--- config.mk ---
export PLATFORM = sky130hd
export DESIGN_NAME = regfile_cmd_sequencer
export DESIGN_NICKNAME = d
export VERILOG_FILES = /design/src/rtl/regfile_cmd_sequencer.sv
export SDC_FILE = /design/constraint.sdc
export NUM_CORES = 1
export LEC_CHECK = 0
export ABC_AREA = 1
export CORE_ASPECT_RATIO = 2
export CORE_UTILIZATION = 43
export CTS_BUF_LIST = sky130_fd_sc_hd__clkbuf_16
export DETAILED_ROUTE_END_ITERATION = 8
export PLACE_DENSITY = 0.85
export SKIP_CTS_REPAIR_TIMING = 1
export SLEW_MARGIN = 0
export SYNTH_ARGS = -nofsm -noshare
export SYNTH_HDL_FRONTEND = slang
export SYNTH_SLANG_ARGS = --single-unit
--- constraint.sdc ---
create_clock -name Clock -period 3.95 [get_ports Clock]
set_input_delay 1.185 -clock Clock [delete_from_list [all_inputs] [get_ports Clock]]
set_output_delay 1.185 -clock Clock [all_outputs]
set_load 0.02 [all_outputs]
--- src/rtl/regfile_cmd_sequencer.sv ---
// rtl/regfile_cmd_sequencer.sv - command sequencer driving the 8-entry register file
// Accepts one command at a time and steps the file's selects/enables over 1-4 cycles.
module regfile_cmd_sequencer (
  input  logic        Clock,
  input  logic        Reset,
  input  logic        CmdValid,
  output logic        CmdReady,
  input  logic [2:0]  CmdOp,
  input  logic [2:0]  CmdDst,
  input  logic [2:0]  CmdSrc,
  input  logic [31:0] CmdImm,
  output logic [31:0] RfI,
  output logic [3:0]  RfRegSel,
  output logic [3:0]  RfScrSel,
  output logic [2:0]  RfFunSel,
  output logic [2:0]  RfOutASel,
  output logic [2:0]  RfOutBSel,
  input  logic [31:0] RfOutA,
  input  logic [31:0] RfOutB,
  output logic        Busy,
  output logic        Done
);

  typedef enum logic [2:0] {
    S_IDLE   = 3'd0,
    S_READ   = 3'd1,
    S_WRITE1 = 3'd2,
    S_WRITE2 = 3'd3,
    S_FIN    = 3'd4
  } state_t;

  localparam logic [2:0] OP_LDI  = 3'b001;
  localparam logic [2:0] OP_CLR  = 3'b010;
  localparam logic [2:0] OP_INC  = 3'b011;
  localparam logic [2:0] OP_DEC  = 3'b100;
  localparam logic [2:0] OP_MOV  = 3'b101;
  localparam logic [2:0] OP_SWAP = 3'b110;

  localparam logic [2:0] FUN_DEC  = 3'b000;
  localparam logic [2:0] FUN_INC  = 3'b001;
  localparam logic [2:0] FUN_LOAD = 3'b010;
  localparam logic [2:0] FUN_CLR  = 3'b011;

  state_t      state_q, state_d;
  logic [2:0]  op_q, op_d;
  logic [2:0]  dst_q, dst_d;
  logic [2:0]  src_q, src_d;
  logic [31:0] imm_q, imm_d;
  logic [31:0] cap_a_q, cap_a_d;
  logic [31:0] cap_b_q, cap_b_d;

  logic        wr_en;
  logic [2:0]  wr_idx;

  always_ff @(posedge Clock or posedge Reset) begin
    if (Reset) begin
      state_q <= S_IDLE;
      op_q    <= 3'd0;
      dst_q   <= 3'd0;
      src_q   <= 3'd0;
      imm_q   <= 32'd0;
      cap_a_q <= 32'd0;
      cap_b_q <= 32'd0;
    end else begin
      state_q <= state_d;
      op_q    <= op_d;
      dst_q   <= dst_d;
      src_q   <= src_d;
      imm_q   <= imm_d;
      cap_a_q <= cap_a_d;
      cap_b_q <= cap_b_d;
    end
  end

  always_comb begin
    state_d = state_q;
    op_d    = op_q;
    dst_d   = dst_q;
    src_d   = src_q;
    imm_d   = imm_q;
    cap_a_d = cap_a_q;
    cap_b_d = cap_b_q;
    case (state_q)
      S_IDLE: begin
        if (CmdValid) begin
          op_d  = CmdOp;
          dst_d = CmdDst;
          src_d = CmdSrc;
          imm_d = CmdImm;
          case (CmdOp)
            OP_LDI, OP_CLR, OP_INC, OP_DEC: state_d = S_WRITE1;
            OP_MOV, OP_SWAP:                state_d = S_READ;
            default:                        state_d = S_FIN;
          endcase
        end
      end
      // Both operands are snapshotted here so SWAP's second write sees the pre-swap dst.
      S_READ: begin
        cap_a_d = RfOutA;
        cap_b_d = RfOutB;
        state_d = S_WRITE1;
      end
      S_WRITE1: state_d = (op_q == OP_SWAP) ? S_WRITE2 : S_FIN;
      S_WRITE2: state_d = S_FIN;
      S_FIN:    state_d = S_IDLE;
      default:  state_d = S_IDLE;
    endcase
  end

  always_comb begin
    wr_en    = 1'b0;
    wr_idx   = dst_q;
    RfFunSel = FUN_DEC;
    RfI      = 32'd0;
    RfRegSel = 4'b0000;
    RfScrSel = 4'b0000;
    case (state_q)
      S_WRITE1: begin
        wr_en = 1'b1;
        case (op_q)
          OP_LDI: begin
            RfFunSel = FUN_LOAD;
            RfI      = imm_q;
          end
          OP_CLR:  RfFunSel = FUN_CLR;
          OP_INC:  RfFunSel = FUN_INC;
          OP_DEC:  RfFunSel = FUN_DEC;
          default: begin
            RfFunSel = FUN_LOAD;
            RfI      = cap_b_q;
          end
        endcase
      end
      S_WRITE2: begin
        wr_en    = 1'b1;
        wr_idx   = src_q;
        RfFunSel = FUN_LOAD;
        RfI      = cap_a_q;
      end
      default: wr_en = 1'b0;
    endcase
    if (wr_en) begin
      if (wr_idx[2]) RfScrSel[wr_idx[1:0]] = 1'b1;
      else           RfRegSel[wr_idx[1:0]] = 1'b1;
    end
  end

  assign RfOutASel = dst_q;
  assign RfOutBSel = src_q;
  assign CmdReady  = (state_q == S_IDLE);
  assign Busy      = (state_q != S_IDLE);
  assign Done      = (state_q == S_FIN);

endmodule
==> results by group, run 1 <==
Timing
  • Final setup viols: 0
  • F_max: 283 MHz
  • Tcrit/Tclk final: 0.896
  • Worst-margin pin slew: 1110 ps
  • Unrepaired setup endpoints after global routing: false
  • Pins Over Slew Limit: 0
  • Hold Vio Cnt, Final: 0
  • Final Critical Period: 3540 ps
  • Total Neg Setup Slack: 0 ps
  • Slew margin rel.: 0.262
  • Final setup margin: 411 ps
  • Clock skew: 6.88 ps

Job
  • MaxCap Viol Count: 0

Finish
  • Fillcell total: 1064
  • Area grow syn2layout: 37.2%
  • Multi-input gate area in the final layout: 0.00226 mm^2
  • Share of layout cells above drive strength 1: 0.0367
  • Final Non-Filler Cells: 1021
  • # nets final: 975
  • FF+latch area: 0.00270 mm^2
  • Fin area: 0.00716 mm^2

Route
  • Initial DRC count: 380
  • Vias/cell: 5.10
  • Residual DRC: 0
  • Detailed-route via count: 5205
  • First-pass detailed-route iteration total: 7
  • Detail Route Antenna Nets: 0
  • Drt total wl: 15.8 mm
  • Routed length per instance: 15.5 um

Logic synthesis
  • Post-synthesis compound-gate area fraction: 0.0182
  • Cells after Synth: 729
  • Synth top area cells: dfrtp_1, nand2_1, nand3_1
  • Netlist Area Pre-Place: 0.00522 mm^2
  • Register area share after synthesis: 0.518
  • Post-synthesis xor/xnor area fraction: 0
  • Post-synth top area share: 0.518
  • Synth Warn #: 0
  • Multiplexer area fraction after synthesis: 0
  • Mapped Nets: 837
  • Synthesized area per cell: 7.16 um^2
  • Adder-Cell Fraction of Synth Area: 0
  • Combinational family with the most area after synthesis: simple AND/OR/NAND/NOR gates
  • Area leader, netlist: dfrtp_1
  • Synth cell types: 16
  • Simple-gate share of the synthesized area: 0.409
  • Synth Register Bits: 108

Setup path
  • Data required time of the critical path: 2760 ps
  • Worst Path Buf+Inv: 2
  • Most used cell, CP: nand2_1
  • R2R Setup Slk: 1320 ps
  • CP max-delay cell: clkdlybuf4s50_1
  • End of the critical path: RfI[6]
  • R2r endpoint: op_q[2]$_DFFE_PP0P_
  • Critical Path AT: 2350 ps
  • Crit path cell chain: nor2_1 -> nand2_1 -> buf_4 -> nand3_1 -> nand2_1 -> nand2_1 -> nand2_1 -> clkdlybuf4s50_1
  • Worst setup SP type: register
  • CP max FO: 32
  • CP peak stage delay: 590 ps
  • Crit end category: output port
  • CP Launch Point: op_q[1]$_DFFE_PP0P_
  • Worst r2r src: state_q[0]$_DFFE_PP0P_
  • Crit Path Class: reg2out
  • Stages on worst setup path: 8
  • CP top delay family: buffers and inverters
  • Reg2reg path depth: 8

Die
  • CORE AREA: 0.0118 mm^2
  • DIE WIDTH: 79.9 um
  • IO Count: 160
  • Starting Density: 0.443
  • DIE HEIGHT: 158 um
  • Row cnt: 56
  • Die Area: 0.0126 mm^2

Clock network
  • Root Driver: clkbuf_16
  • Later-pin clock latency in the skew report: 340 ps
  • Max Root-Sink Buffers: 2
  • Clk slew on worst S/H paths: 70 ps
  • H-tree depth: 3
  • Clock sinks: 108
  • TritonCTS clock tree: built
  • Total CTS buffers: 9

Run status
  • Status: finished clean

Placement
  • Placed cells: 1001
  • Placed wire-length estimate: 11.5 mm
  • Buffers added on ports: 158
  • Routability cong.: 0.863
  • Placed Area: 0.00689 mm^2
  • Pre-CTS WS: 779 ps

Power and ir drop
  • PD cells: 704 mW/mm^2
  • Static leakage: 3.68 nW
  • Total power: 5.04 mW
  • Peak supply drop: 0.428 mV

Hold path
  • HP Class: reg2reg

GRT
  • Global-route wire length before repair: 24.6 mm
  • Pin count of the biggest net entering global routing: 66
  • Total congestion overflow: 0
  • Vias in the first global route: 5178
  • Total Routing Usage GR: 0.263
  • Initial antenna violation count: 4
## how the worst min path moves through the flow
stage / startpoint / to / slack, ps / cells past startpoint
floorplan: cap_a_q[0]$_DFFE_PP0P_ / cap_a_q[0]$_DFFE_PP0P_ / 440 / 2
global placement: cap_a_q[9]$_DFFE_PP0P_ / cap_a_q[9]$_DFFE_PP0P_ / 450 / 2
detailed placement: cap_a_q[7]$_DFFE_PP0P_ / cap_a_q[7]$_DFFE_PP0P_ / 460 / 2
CTS: cap_a_q[7]$_DFFE_PP0P_ / cap_a_q[7]$_DFFE_PP0P_ / 470 / 2
global route: cap_b_q[7]$_DFFE_PP0P_ / cap_b_q[7]$_DFFE_PP0P_ / 490 / 2
finish: cap_b_q[20]$_DFFE_PP0P_ / cap_b_q[20]$_DFFE_PP0P_ / 470 / 2
## where the power goes
part,switching (mW),internal [mW],total (mW)
logic,1.41,0.847,2.26
clock network,0.372,0.414,0.786
registers,0.351,1.65,2.00
## tightest hold or removal path, cell delays in order, from the launching register on
cell and delay (ps):
dfrtp_1 340, nand2_1 50, nand2_1 50
## per-stage QoR
step / util / hold WS [ps]
after floorplan: - / 442
after global placement: 0.586 / 454
after detailed placement: 0.586 / 458
after CTS: 0.607 / 474
after global routing: 0.608 / 490
final: 0.608 / 472
## sequential cells by signal (all words and copies together), names as in the netlist
| name | count |
|---|---|
| cap_b_q | 32 |
| op_q | 3 |
| state_q | 3 |
| RfOutBSel | 3 |
| RfOutASel | 3 |
| imm_q | 32 |
| cap_a_q | 32 |
## Yosys cell counts (all sizes together)
cell,count
nand3,72
nand2,442
inv,17
clkbuf,13
a21oi,7
dfrtp,108
nor2,25
conb,1
buf,30
o21ai,12
nor3,2
## area by class of cell
type | count | share of cell area
sequential | 108 | 0.378
inverter | 17 | 0.00944
timing repair buffer | 170 | 0.235
multi-input combinational | 561 | 0.316
antenna | 5 | 0.00175
clock buffer | 9 | 0.0315
clock inverter | 6 | 0.00367
tap | 145 | 0.0253
## cell families (layout without fill, tap and decap cells)
group                  Yosys count  count (layout)
and+or+nand+nor                541             541
AOI/OAI and AO/OA               19              19
buffers and inverters           60             202
DFF                            108             108
other                            1               6
## layout by cell type (no fill, tap or decap), types with 3 or more instances in the layout
| cell type | Yosys | layout |
|---|---|---|
| clkbuf_16 | 0 | 9 |
| nor2_1 | 25 | 23 |
| inv_1 | 15 | 17 |
| diode_2 | 0 | 5 |
| dfrtp_1 | 108 | 108 |
| nand3_1 | 72 | 72 |
| nand2_1 | 442 | 442 |
| a21oi_1 | 7 | 7 |
| clkinv_2 | 0 | 3 |
| clkdlybuf4s50_1 | 0 | 158 |
| buf_4 | 7 | 11 |
| o21ai_0 | 9 | 9 |
## per-layer routing
| layer | up-vias | track usage | share of wire |
|---|---|---|---|
| met4 | 0 | 0.199 | 0.064 |
| met1 | 2430 | 0.279 | 0.35 |
| met2 | 195 | 0.462 | 0.55 |
| met3 | 58 | 0.0375 | 0.040 |
| met5 | - | 0 | 0 |
| li1 | 2522 | - | - |
Power figures use the tool's default switching activity.
==> inputs of run 2 (changes only) <==
- CORE_UTILIZATION: 43 -> 44
- CTS_BUF_LIST: sky130_fd_sc_hd__clkbuf_16 -> sky130_fd_sc_hd__clkbuf_4 sky130_fd_sc_hd__clkbuf_8
- PLACE_DENSITY: 0.85 -> 0.87
==> run 2 against run 1 <==
Routed wire length increased by 2.5%; critical path depth shrank 1; setup slack worse by 76 ps; clock skew decreased by 1.5 ps; via count is 0.27% lower; fmax is 2.1% lower; clock power decreased by 3.6%; sequential power about the same; critical path type unchanged; critical endpoint is now RfI[9]; highest routed layer unchanged.
==> results by group, run 2 (same netlist as run 1, synthesis figures left out) <==
Setup path
  • Worst setup SP type: register (unchanged)
  • R2R Setup Slk: 1790 ps (was 1320 ps)
  • Data required time of the critical path: 2760 ps (about the same)
  • R2r endpoint: op_q[1]$_DFFE_PP0P_ (was op_q[2]$_DFFE_PP0P_)
  • End of the critical path: RfI[9] (was RfI[6])
  • CP Launch Point: state_q[2]$_DFFE_PP0P_ (was op_q[1]$_DFFE_PP0P_)
  • Crit Path Class: reg2out (unchanged)
  • Crit end category: output port (unchanged)
  • Reg2reg path depth: 8 (unchanged)
  • Critical Path AT: 2430 ps (was 2350 ps)
  • CP max FO: 32 (unchanged)
  • Worst r2r src: state_q[0]$_DFFE_PP0P_ (unchanged)

GRT
  • Vias in the first global route: 4966 (was 5178)
  • Total congestion overflow: 0 (unchanged)
  • Initial antenna violation count: 2 (was 4)
  • Total Routing Usage GR: 0.273 (was 0.263)
  • Global-route wire length before repair: 24.8 mm (was 24.6 mm)
  • Pin count of the biggest net entering global routing: 66 (unchanged)

Timing
  • Pins Over Slew Limit: 0 (unchanged)
  • Worst-margin pin slew: 1090 ps (was 1110 ps)
  • Slew margin rel.: 0.272 (was 0.262)
  • Hold Vio Cnt, Final: 0 (unchanged)
  • Clock skew: 5.36 ps (was 6.88 ps)
  • Final Critical Period: 3620 ps (was 3540 ps)
  • F_max: 277 MHz (was 283 MHz)
  • Unrepaired setup endpoints after global routing: false (unchanged)
  • Tcrit/Tclk final: 0.915 (was 0.896)
  • Total Neg Setup Slack: 0 ps (unchanged)
  • Final setup viols: 0 (unchanged)

Clock network
  • H-tree depth: 3 (unchanged)
  • Clk slew on worst S/H paths: 90 ps (was 70 ps)
  • Max Root-Sink Buffers: 2 (unchanged)
  • Later-pin clock latency in the skew report: 370 ps (was 340 ps)
  • TritonCTS clock tree: built (unchanged)
  • Clock sinks: 108 (unchanged)
  • Root Driver: clkbuf_8 (was clkbuf_16)
  • Total CTS buffers: 9 (unchanged)

Route
  • First-pass detailed-route iteration total: 7 (unchanged)
  • Detailed-route via count: 5191 (was 5205)
  • Vias/cell: 5.10 (about the same)
  • Routed length per instance: 16.0 um (was 15.5 um)
  • Drt total wl: 16.2 mm (was 15.8 mm)
  • Detail Route Antenna Nets: 0 (unchanged)
  • Residual DRC: 0 (unchanged)
  • Initial DRC count: 429 (was 380)

Die
  • Die Area: 0.0123 mm^2 (was 0.0126 mm^2)
  • IO Count: 160 (unchanged)
  • CORE AREA: 0.0114 mm^2 (was 0.0118 mm^2)
  • Starting Density: 0.457 (was 0.443)
  • DIE WIDTH: 79.0 um (was 79.9 um)
  • DIE HEIGHT: 156 um (was 158 um)
  • Row cnt: 55 (was 56)

Run status
  • Status: finished clean (unchanged)

Finish
  • Area grow syn2layout: 36.5% (was 37.2%)
  • Most frequent cells in the layout: nand2_1, clkdlybuf4s50_1, dfrtp_1, nand3_1, nor2_1 (unchanged)
  • # nets final: 976 (was 975)
  • Largest registers: cap_a_q x32, cap_b_q x32, imm_q x32 (unchanged)
  • Fin area: 0.00712 mm^2 (was 0.00716 mm^2)
  • Share of layout cells above drive strength 1: 0.0424 (was 0.0367)
  • Commonest non-fill, non-tap cell in the layout: nand2_1 (unchanged)

Job
  • MaxCap Viol Count: 0 (unchanged)

Placement
  • Placed Area: 0.00689 mm^2 (about the same)
  • Buffers added on ports: 158 (unchanged)
  • Routability cong.: 0.872 (was 0.863)
  • Placed wire-length estimate: 11.8 mm (was 11.5 mm)

Power and ir drop
  • PD cells: 707 mW/mm^2 (was 704 mW/mm^2)
  • Peak supply drop: 0.369 mV (was 0.428 mV)
  • Static leakage: 3.66 nW (was 3.68 nW)

Hold path
  • HP Class: reg2reg (unchanged)
-- run 2: per-layer routing --
| layer | routed length [um] | GRT usage | up-vias |
|---|---|---|---|
| met2 | 8770 | 0.477 | 211 |
| met1 | 5410 | 0.279 | 2398 |
| met3 | 707 | 0.0380 | 69 |
| li1 | - | - | 2513 |
| met4 | 1360 | 0.229 | 0 |
| met5 | 0 | 0 | - |
-- run 2: worst max-delay path: stages, from the launching register on --
cell and delay (ps):
dfrtp_1 470, inv_1 110, nand3_1 140, inv_1 100, buf_4 340, nand2_1 180
nand2_1 90, clkdlybuf4s50_1 620
-- run 2: through the flow --
step,util,instances,worst slack [ps],hold slack [ps],power (mW)
2_1_floorplan,-,729,1460,442,3.37
3_3_place_gp,0.603,999,785,454,4.22
3_5_place_dp,0.603,999,741,459,4.29
4_1_cts,0.623,1015,317,481,5.05
5_1_grt,0.624,1017,210,494,5.39
6_report,0.624,1017,334,478,5.04
-- run 2: cell type report --
class	instances	area, um^2
antenna	2	5.00
clock buffer	12	153
clock inverter	4	72.6
fill	1023	4300
inverter	17	67.6
multi-input combinational	561	2250
sequential	108	2700
tap	142	178
timing repair buffer	171	1690
-- run 2: how the worst min path moves through the flow --
stage,start,slack [ps],cells past startpoint,endpoint
global placement,cap_a_q[19]$_DFFE_PP0P_,450,2,cap_a_q[19]$_DFFE_PP0P_
detailed placement,cap_a_q[24]$_DFFE_PP0P_,460,2,cap_a_q[24]$_DFFE_PP0P_
global route,imm_q[21]$_DFFE_PP0P_,490,2,imm_q[21]$_DFFE_PP0P_
CTS,cap_b_q[17]$_DFFE_PP0P_,480,2,cap_b_q[17]$_DFFE_PP0P_
floorplan,cap_a_q[0]$_DFFE_PP0P_,440,2,cap_a_q[0]$_DFFE_PP0P_
finish,cap_a_q[23]$_DFFE_PP0P_,480,2,cap_a_q[23]$_DFFE_PP0P_
-- run 2: power by group --
group,switching [mW],internal [mW]
combinational,1.42,0.855
clock,0.370,0.388
sequential,0.360,1.64
total,2.15,2.88
